==> config.mk <==
export PLATFORM = sky130hd
export DESIGN_NAME = commit_unit_nport_flat
export DESIGN_NICKNAME = d
export VERILOG_FILES = /design/src/rtl/commit_pkg.sv /design/src/rtl/commit_unit_nport_if.sv /design/src/rtl/commit_unit_nport_arbiter.sv /design/src/rtl/commit_unit_nport.sv /design/src/flat_wrapper.sv
export SDC_FILE = /design/constraint.sdc
export NUM_CORES = 1
export LEC_CHECK = 0
export ABC_AREA = 1
export CAP_MARGIN = 10
export CORE_AREA = 2 2 292 294
export CTS_CLUSTER_DIAMETER = 30
export DETAILED_ROUTE_END_ITERATION = 6
export DIE_AREA = 0 0 294 296
export PLACE_DENSITY = 0.31
export SKIP_CTS_REPAIR_TIMING = 1
export SYNTH_ARGS = -nofsm -noshare
export SYNTH_HDL_FRONTEND = slang
export SYNTH_SLANG_ARGS = --single-unit
==> constraint.sdc <==
create_clock -name clk_i -period 2.7 [get_ports clk_i]
set_input_delay 0.405 -clock clk_i [delete_from_list [all_inputs] [get_ports clk_i]]
set_output_delay 0.405 -clock clk_i [all_outputs]
set_load 0.1 [all_outputs]
==> src/rtl/commit_pkg.sv <==
// Shared types for the N-port commit unit: instruction commit classes and
// fence sequencing states.
package commit_pkg;

  localparam int unsigned REG_ADDR_W = 5;

  typedef enum logic [2:0] {
    CLS_ALU   = 3'd0,
    CLS_STORE = 3'd1,
    CLS_CSR   = 3'd2,
    CLS_FENCE = 3'd3,
    CLS_AMO   = 3'd4
  } commit_class_e;

  typedef enum logic [1:0] {
    IDLE  = 2'd0,
    DRAIN = 2'd1,
    FLUSH = 2'd2
  } fence_state_e;

  function automatic logic is_class(input logic [2:0] cls, input commit_class_e ref_cls);
    return (cls == ref_cls);
  endfunction

endpackage

==> src/rtl/commit_unit_nport_if.sv <==
// Scoreboard-head view seen by the commit unit: per-port entry fields in,
// per-port retire acknowledge out.
interface commit_unit_nport_if #(
  parameter int unsigned NR_COMMIT_PORTS = 2,
  parameter int unsigned XLEN            = 64
);
  logic [NR_COMMIT_PORTS-1:0]           instr_valid_i;
  logic [NR_COMMIT_PORTS-1:0][2:0]      instr_class_i;
  logic [NR_COMMIT_PORTS-1:0]           instr_ex_valid_i;
  logic [NR_COMMIT_PORTS-1:0][XLEN-1:0] instr_ex_cause_i;
  logic [NR_COMMIT_PORTS-1:0][XLEN-1:0] instr_pc_i;
  logic [NR_COMMIT_PORTS-1:0][4:0]      instr_rd_i;
  logic [NR_COMMIT_PORTS-1:0]           instr_we_i;
  logic [NR_COMMIT_PORTS-1:0][XLEN-1:0] instr_result_i;
  logic [NR_COMMIT_PORTS-1:0]           commit_ack_o;

  modport master (
    output instr_valid_i, instr_class_i, instr_ex_valid_i, instr_ex_cause_i,
           instr_pc_i, instr_rd_i, instr_we_i, instr_result_i,
    input  commit_ack_o
  );

  modport slave (
    input  instr_valid_i, instr_class_i, instr_ex_valid_i, instr_ex_cause_i,
           instr_pc_i, instr_rd_i, instr_we_i, instr_result_i,
    output commit_ack_o
  );
endinterface

==> src/rtl/commit_unit_nport_arbiter.sv <==
// commit_port_arbiter: combinational in-order eligibility chain across the
// commit ports, with write-port budget and same-cycle rd conflict checks.
module commit_port_arbiter
  import commit_pkg::*;
#(
  parameter int unsigned NR_COMMIT_PORTS = 2,
  parameter int unsigned NR_WB_PORTS     = 2
) (
  input  logic                            commit_en_i,
  input  logic                            fence_ack_i,
  input  logic                            lsu_ready_i,
  input  logic                            no_st_pending_i,
  input  logic [NR_COMMIT_PORTS-1:0]      valid_i,
  input  logic [NR_COMMIT_PORTS-1:0][2:0] class_i,
  input  logic [NR_COMMIT_PORTS-1:0]      ex_valid_i,
  input  logic [NR_COMMIT_PORTS-1:0][4:0] rd_i,
  input  logic [NR_COMMIT_PORTS-1:0]      we_i,
  output logic [NR_COMMIT_PORTS-1:0]      ack_o,
  output logic [NR_COMMIT_PORTS-1:0]      we_gpr_o
);

  localparam int unsigned CNT_W = $clog2(NR_COMMIT_PORTS + 1);

  logic [CNT_W-1:0] wb_cnt_s;
  logic             chain_ok_s;
  logic             conflict_s;

  // Port 0 follows its class rule; higher ports only extend an unbroken ALU run.
  always_comb begin
    ack_o      = '0;
    we_gpr_o   = '0;
    wb_cnt_s   = '0;
    chain_ok_s = 1'b0;
    conflict_s = 1'b0;

    if (valid_i[0] && commit_en_i && ex_valid_i[0]) begin
      ack_o[0] = 1'b1;
    end else if (valid_i[0] && fence_ack_i) begin
      ack_o[0] = 1'b1;
    end else if (valid_i[0] && commit_en_i) begin
      case (class_i[0])
        CLS_ALU:   ack_o[0] = 1'b1;
        CLS_STORE: ack_o[0] = lsu_ready_i;
        CLS_CSR:   ack_o[0] = 1'b1;
        CLS_AMO:   ack_o[0] = no_st_pending_i;
        default:   ack_o[0] = 1'b0;
      endcase
    end else begin
      ack_o[0] = 1'b0;
    end

    we_gpr_o[0] = ack_o[0] & we_i[0] & (rd_i[0] != 5'd0) & ~ex_valid_i[0];
    wb_cnt_s    = CNT_W'(we_gpr_o[0]);
    chain_ok_s  = ack_o[0] & ~ex_valid_i[0] & is_class(class_i[0], CLS_ALU);

    for (int k = 1; k < NR_COMMIT_PORTS; k++) begin
      conflict_s = 1'b0;
      for (int j = 0; j < NR_COMMIT_PORTS; j++) begin
        if ((j < k) && we_gpr_o[j] && (rd_i[j] == rd_i[k]) && (rd_i[k] != 5'd0)) begin
          conflict_s = 1'b1;
        end else begin
          conflict_s = conflict_s;
        end
      end
      if (chain_ok_s && valid_i[k] && is_class(class_i[k], CLS_ALU) && !ex_valid_i[k] &&
          !(we_i[k] && (wb_cnt_s >= CNT_W'(NR_WB_PORTS))) && !conflict_s) begin
        ack_o[k]    = 1'b1;
        we_gpr_o[k] = we_i[k] & (rd_i[k] != 5'd0);
        wb_cnt_s    = wb_cnt_s + CNT_W'(we_gpr_o[k]);
      end else begin
        chain_ok_s  = 1'b0;
      end
    end
  end

endmodule

==> src/rtl/commit_unit_nport.sv <==
// Multi-port in-order commit unit with fence drain FSM.
// Optional retired-instruction counter enabled by COMMIT_UNIT_PERF_EN.
module commit_unit_nport
  import commit_pkg::*;
#(
  parameter int unsigned NR_COMMIT_PORTS = 2,
  parameter int unsigned NR_WB_PORTS     = 2,
  parameter int unsigned XLEN            = 64
) (
  input  logic                                 clk_i,
  input  logic                                 rst_i,
  input  logic                                 halt_i,
  input  logic                                 flush_i,
  commit_unit_nport_if.slave                   sb,
  input  logic                                 lsu_ready_i,
  input  logic                                 no_st_pending_i,
  output logic [$clog2(NR_COMMIT_PORTS+1)-1:0] commit_cnt_o,
  output logic [NR_COMMIT_PORTS-1:0]           we_gpr_o,
  output logic [NR_COMMIT_PORTS-1:0][4:0]      waddr_o,
  output logic [NR_COMMIT_PORTS-1:0][XLEN-1:0] wdata_o,
  output logic                                 commit_lsu_o,
  output logic                                 commit_csr_o,
  output logic                                 fence_o,
  output logic                                 exception_valid_o,
  output logic [XLEN-1:0]                      exception_cause_o,
  output logic [XLEN-1:0]                      exception_pc_o,
  output logic [63:0]                          instret_o
);

  localparam int unsigned CNT_W = $clog2(NR_COMMIT_PORTS + 1);

  fence_state_e               state_q, state_d;
  logic                       fence_ack_s;
  logic                       head_fence_s;
  logic                       commit_en_s;
  logic                       exc_s;
  logic [NR_COMMIT_PORTS-1:0] ack_s;
  logic [CNT_W-1:0]           cnt_s;

  assign commit_en_s  = ~rst_i & ~halt_i & (state_q == IDLE);
  assign head_fence_s = sb.instr_valid_i[0] & ~sb.instr_ex_valid_i[0] &
                        is_class(sb.instr_class_i[0], CLS_FENCE);

  // Fence state register.
  always_ff @(posedge clk_i) begin
    if (rst_i) begin
      state_q <= IDLE;
    end else begin
      state_q <= state_d;
    end
  end

  // Fence sequencing; flush_i overrides a coincident fence retire.
  always_comb begin
    state_d     = state_q;
    fence_ack_s = 1'b0;
    case (state_q)
      IDLE: begin
        if (flush_i) begin
          state_d = IDLE;
        end else if (!halt_i && head_fence_s && no_st_pending_i) begin
          fence_ack_s = 1'b1;
          state_d     = FLUSH;
        end else if (!halt_i && head_fence_s) begin
          state_d = DRAIN;
        end else begin
          state_d = IDLE;
        end
      end
      DRAIN: begin
        if (flush_i) begin
          state_d = IDLE;
        end else if (!halt_i && head_fence_s && no_st_pending_i) begin
          fence_ack_s = 1'b1;
          state_d     = FLUSH;
        end else begin
          state_d = DRAIN;
        end
      end
      FLUSH:   state_d = IDLE;
      default: state_d = IDLE;
    endcase
    if (rst_i) begin
      state_d     = IDLE;
      fence_ack_s = 1'b0;
    end else begin
      state_d     = state_d;
    end
  end

  commit_port_arbiter #(
    .NR_COMMIT_PORTS (NR_COMMIT_PORTS),
    .NR_WB_PORTS     (NR_WB_PORTS)
  ) u_arb (
    .commit_en_i     (commit_en_s),
    .fence_ack_i     (fence_ack_s),
    .lsu_ready_i     (lsu_ready_i),
    .no_st_pending_i (no_st_pending_i),
    .valid_i         (sb.instr_valid_i),
    .class_i         (sb.instr_class_i),
    .ex_valid_i      (sb.instr_ex_valid_i),
    .rd_i            (sb.instr_rd_i),
    .we_i            (sb.instr_we_i),
    .ack_o           (ack_s),
    .we_gpr_o        (we_gpr_o)
  );

  // Population count of retired entries.
  always_comb begin
    cnt_s = '0;
    for (int k = 0; k < NR_COMMIT_PORTS; k++) begin
      cnt_s = cnt_s + CNT_W'(ack_s[k]);
    end
  end

  assign exc_s             = commit_en_s & sb.instr_valid_i[0] & sb.instr_ex_valid_i[0];
  assign sb.commit_ack_o   = ack_s;
  assign commit_cnt_o      = cnt_s;
  assign fence_o           = fence_ack_s;
  assign exception_valid_o = exc_s;
  assign exception_cause_o = exc_s ? sb.instr_ex_cause_i[0] : '0;
  assign exception_pc_o    = exc_s ? sb.instr_pc_i[0] : '0;
  assign commit_lsu_o      = commit_en_s & sb.instr_valid_i[0] & ~sb.instr_ex_valid_i[0] &
                             is_class(sb.instr_class_i[0], CLS_STORE);
  assign commit_csr_o      = commit_en_s & sb.instr_valid_i[0] & ~sb.instr_ex_valid_i[0] &
                             is_class(sb.instr_class_i[0], CLS_CSR);
  assign waddr_o           = rst_i ? '0 : sb.instr_rd_i;
  assign wdata_o           = rst_i ? '0 : sb.instr_result_i;

`ifdef COMMIT_UNIT_PERF_EN
  logic [63:0] instret_q, instret_d;

  // Exception-acked entries do not count as retired work.
  always_comb begin
    instret_d = instret_q + 64'(cnt_s) - 64'(exc_s);
  end

  // Retired-instruction counter register.
  always_ff @(posedge clk_i) begin
    if (rst_i) begin
      instret_q <= 64'd0;
    end else begin
      instret_q <= instret_d;
    end
  end

  assign instret_o = rst_i ? 64'd0 : instret_q;
`else
  assign instret_o = 64'd0;
`endif

endmodule

==> src/flat_wrapper.sv <==
// flat-port wrapper written by rule: the top's interface ports become plain ports
module commit_unit_nport_flat import commit_pkg::*;
#(
  parameter int unsigned NR_COMMIT_PORTS = 2,
  parameter int unsigned NR_WB_PORTS     = 2,
  parameter int unsigned XLEN            = 64
)
  (clk_i, rst_i, halt_i, flush_i, lsu_ready_i, no_st_pending_i, commit_cnt_o, we_gpr_o, waddr_o, wdata_o, commit_lsu_o, commit_csr_o, fence_o, exception_valid_o, exception_cause_o, exception_pc_o, instret_o, sb_instr_valid_i, sb_instr_class_i, sb_instr_ex_valid_i, sb_instr_ex_cause_i, sb_instr_pc_i, sb_instr_rd_i, sb_instr_we_i, sb_instr_result_i, sb_commit_ack_o);
  commit_unit_nport_if #(.NR_COMMIT_PORTS(NR_COMMIT_PORTS), .XLEN(XLEN)) sb_i ();
  input  logic clk_i;
  input  logic rst_i;
  input  logic halt_i;
  input  logic flush_i;
  input  logic lsu_ready_i;
  input  logic no_st_pending_i;
  output logic [$clog2(NR_COMMIT_PORTS+1)-1:0] commit_cnt_o;
  output logic [NR_COMMIT_PORTS-1:0] we_gpr_o;
  output logic [NR_COMMIT_PORTS-1:0][4:0] waddr_o;
  output logic [NR_COMMIT_PORTS-1:0][XLEN-1:0] wdata_o;
  output logic commit_lsu_o;
  output logic commit_csr_o;
  output logic fence_o;
  output logic exception_valid_o;
  output logic [XLEN-1:0] exception_cause_o;
  output logic [XLEN-1:0] exception_pc_o;
  output logic [63:0] instret_o;
  input wire logic [$bits(sb_i.instr_valid_i)-1:0] sb_instr_valid_i;
  input wire logic [$bits(sb_i.instr_class_i)-1:0] sb_instr_class_i;
  input wire logic [$bits(sb_i.instr_ex_valid_i)-1:0] sb_instr_ex_valid_i;
  input wire logic [$bits(sb_i.instr_ex_cause_i)-1:0] sb_instr_ex_cause_i;
  input wire logic [$bits(sb_i.instr_pc_i)-1:0] sb_instr_pc_i;
  input wire logic [$bits(sb_i.instr_rd_i)-1:0] sb_instr_rd_i;
  input wire logic [$bits(sb_i.instr_we_i)-1:0] sb_instr_we_i;
  input wire logic [$bits(sb_i.instr_result_i)-1:0] sb_instr_result_i;
  output wire logic [$bits(sb_i.commit_ack_o)-1:0] sb_commit_ack_o;
  assign sb_i.instr_valid_i = sb_instr_valid_i;
  assign sb_i.instr_class_i = sb_instr_class_i;
  assign sb_i.instr_ex_valid_i = sb_instr_ex_valid_i;
  assign sb_i.instr_ex_cause_i = sb_instr_ex_cause_i;
  assign sb_i.instr_pc_i = sb_instr_pc_i;
  assign sb_i.instr_rd_i = sb_instr_rd_i;
  assign sb_i.instr_we_i = sb_instr_we_i;
  assign sb_i.instr_result_i = sb_instr_result_i;
  assign sb_commit_ack_o = sb_i.commit_ack_o;
  commit_unit_nport #(.NR_COMMIT_PORTS(NR_COMMIT_PORTS), .NR_WB_PORTS(NR_WB_PORTS), .XLEN(XLEN)) u_core (.clk_i(clk_i), .rst_i(rst_i), .halt_i(halt_i), .flush_i(flush_i), .sb(sb_i), .lsu_ready_i(lsu_ready_i), .no_st_pending_i(no_st_pending_i), .commit_cnt_o(commit_cnt_o), .we_gpr_o(we_gpr_o), .waddr_o(waddr_o), .wdata_o(wdata_o), .commit_lsu_o(commit_lsu_o), .commit_csr_o(commit_csr_o), .fence_o(fence_o), .exception_valid_o(exception_valid_o), .exception_cause_o(exception_cause_o), .exception_pc_o(exception_pc_o), .instret_o(instret_o));
endmodule
==> qor.csv, run 1 <==
metric;value;unit
max reg flops;2;
vias per cell;2.51;
gpl congestion;0.734;
Reg with most FFs;u_core.state_q;
final antenna-violating net count;0;
Max Cap Violations;0;
initial core utilization;3.60;%
Sw Ratio;64.2;%
total power;2.98;mW
die area;87000;um2
Slew Viols, Final;0;
Worst-path clk slew;0.03;ns
Tmin final;2.54;ns
maximum number of pins on one net before global-route repair;139;
CP Data Arrival Time;2.14;ns
Total Routing Usage GR;7.98;%
worst-margin pin slew;0.636;ns
unrepaired setup endpoints after global routing;false;
core area;84200;um2
initial antenna violation count;34;
cell chain of the critical path;clkdlybuf4s50_1 > inv_1 > nand2_1 > nor3_2 > buf_4 > nand2_4 > buf_12 > buf_12 > nor2_2 > buf_12;
R2R setup slack;1.62;ns
Die X;294;um
router iterations before antenna repair;4;
crit share post-route;94.2;%
via count of the first global-routing pass;6107;
drt drc;0;
total congestion overflow;0;
Place WS;-0.0903;ns
register area;40.0;um2
worst-path cell with the longest stage delay;clkdlybuf4s50_1;
sequential element share of the synthesized area;1.32;%
endpoints failing setup;0;
sequential share of power;1.0;%
maximum vdd drop;0.165;mV
CTS tree;done;
WP data required;2.30;ns
Hold Path Class;reg -> reg;
Area growth syn-to-layout;303;%
post-DP HPWL;35400;um
Largest stage delay, worst path;0.41;ns
Critical Path Start Type;primary input;
Setup crit end kind;primary output;
layout cells sized above 1;34.2;%
Logic pwr share;91.6;%
PnR worst setup slack;0.157;ns
outcome;finished clean;
Ys Warns;0;
PortBufs;559;
Vias;5902;
drt first-iter violations;64;
die outline height;296;um
worst-skew pair later-pin latency;0.22;ns
Multi-input gate area;1840;um2
standby leakage power;5.81;nW
Max Root-Sink Buffers;2;
critical path peak fanout;35;
IO Count;752;
Internal Pwr Total;1.07;mW
most frequent cells in the layout;clkdlybuf4s50_1 (281), inv_1 (277), buf_12 (214);
Clk pwr share;7.4;%
Avg Inst Size Synth;4.35;um2
PD cells;244;nW/um2
Mapped Area;3030;um2
most used cell, CP;buf_12;
largest registers;u_core.state_q (2);
Synth cell types;19;
Final nets;1677;
H-tree depth;1;
routed len/inst;15.7;um
overall routed net length;37100;um
filler instances;9608;
Clock Skew;0.00262;ns
standard-cell rows;107;
cells after synthesis;697;
#FFs+latches synth;2;
clock buffer count from CTS;3;
switching power;1.91;mW
max frequency;0.393;GHz
kind of critical path;in -> out;
first-pass GRT wire length;48000;um
CTS Root Cell;clkbuf_16;
most common cell after layout, fill and taps aside;clkdlybuf4s50_1;
TritonCTS Sinks;2;
Final Hold Viols;0;
worst rel slew slack;57.6;%
[synth_stat cells]
library cell / instances / area share [%]
nor4_1: 2 / 0.41
nor3_1: 2 / 0.33
clkbuf_1: 16 / 2.0
xor2_1: 1 / 0.29
dfxtp_1: 2 / 1.3
buf_2: 1 / 0.17
o21ai_0: 1 / 0.17
nand4_1: 3 / 0.62
nor2_1: 278 / 34
inv_1: 277 / 34
buf_6: 12 / 4.5
a21oi_1: 1 / 0.17
nand3_1: 5 / 0.83
xnor2_1: 1 / 0.29
buf_4: 64 / 16
nor3_2: 1 / 0.33
conb_1: 1 / 0.12
ha_1: 1 / 0.41
nand2_1: 28 / 3.5
[area by class of cell]
class / count / area share, %
antenna: 4 / 0.0820
clock buffer: 3 / 0.615
inverter: 277 / 8.52
multi-input combinational: 388 / 15.1
sequential: 2 / 0.328
tap: 1090 / 11.2
timing repair buffer: 592 / 64.2
[worst max-delay path: cells and delay by family]
kind          cells  cell delay [ns]
buf+inv           6             1.20
simple gates      4             0.47
[kinds of logic (layout without fill, tap and decap cells)]
family	Yosys count	count (layout)	share of synthesized area (%)
AO/OA/AOI/OAI	2	2	0.330
other	1	68	0.124
flip-flops	2	2	1.32
buffers and inverters	370	872	56.8
adder cells (fa/ha/maj)	1	1	0.413
AND/OR/NAND/NOR	319	319	40.4
XOR/XNOR	2	2	0.578
[layer usage]
layer | track usage (%) | vias up | wire [um]
li1 | - | 2818 | -
met5 | 0 | - | 345
met1 | 5.97 | 2558 | 9740
met3 | 5.49 | 58 | 5770
met2 | 16.8 | 414 | 20900
met4 | 0.473 | 54 | 300
[per-stage QoR]
stage / utilization [%] / cells / area, um2 / TNS (ns) / hold WS, ns
4_1_cts: 14.5 / 2352 / 12200 / -0.213 / 0.451
3_3_place_gp: 14.4 / 2349 / 12100 / -0.0733 / 0.444
5_1_grt: 14.5 / 2352 / 12200 / 0 / 0.496
6_report: 14.5 / 2356 / 12200 / 0 / 0.449
2_1_floorplan: - / 760 / 3590 / -2.37 / 0.426
3_5_place_dp: 14.4 / 2349 / 12100 / -0.197 / 0.447
[path summary, 6_finish.rpt]
path | startpoint | endpoint | cells after the start
worst max-delay path | halt_i | exception_pc_o[32] | 10
worst min-delay path | u_core.state_q[0] | u_core.state_q[0] | 2
worst max register to register | u_core.state_q[1] | u_core.state_q[1] | 4
worst min register to register | u_core.state_q[0] | u_core.state_q[0] | 2
[power groups by stage]
| stage | Clock, mW | Combinational [mW] | Sequential [mW] |
|---|---|---|---|
| 5_1_grt | 0.230 | 2.83 | 0.0299 |
| 3_3_place_gp | 0 | 2.77 | 0.0303 |
| 6_report | 0.221 | 2.73 | 0.0299 |
| 3_5_place_dp | 0 | 2.77 | 0.0303 |
| 4_1_cts | 0.224 | 2.77 | 0.0299 |
| 2_1_floorplan | 0 | 1.74 | 0.0303 |
No activity file was read; power rests on OpenSTA's default activity.
==> run 2, diff against run 1 <==
--- a/config.mk
+++ b/config.mk
@@ -6,7 +6,7 @@
 export NUM_CORES = 1
 export LEC_CHECK = 0
 export ABC_AREA = 1
-export CAP_MARGIN = 10
+export CAP_MARGIN = 5
 export CORE_AREA = 2 2 292 294
 export CTS_CLUSTER_DIAMETER = 30
 export DETAILED_ROUTE_END_ITERATION = 6
==> results of run 2 <==
The final DEF is identical to that of run 1; final timing and power are the same.
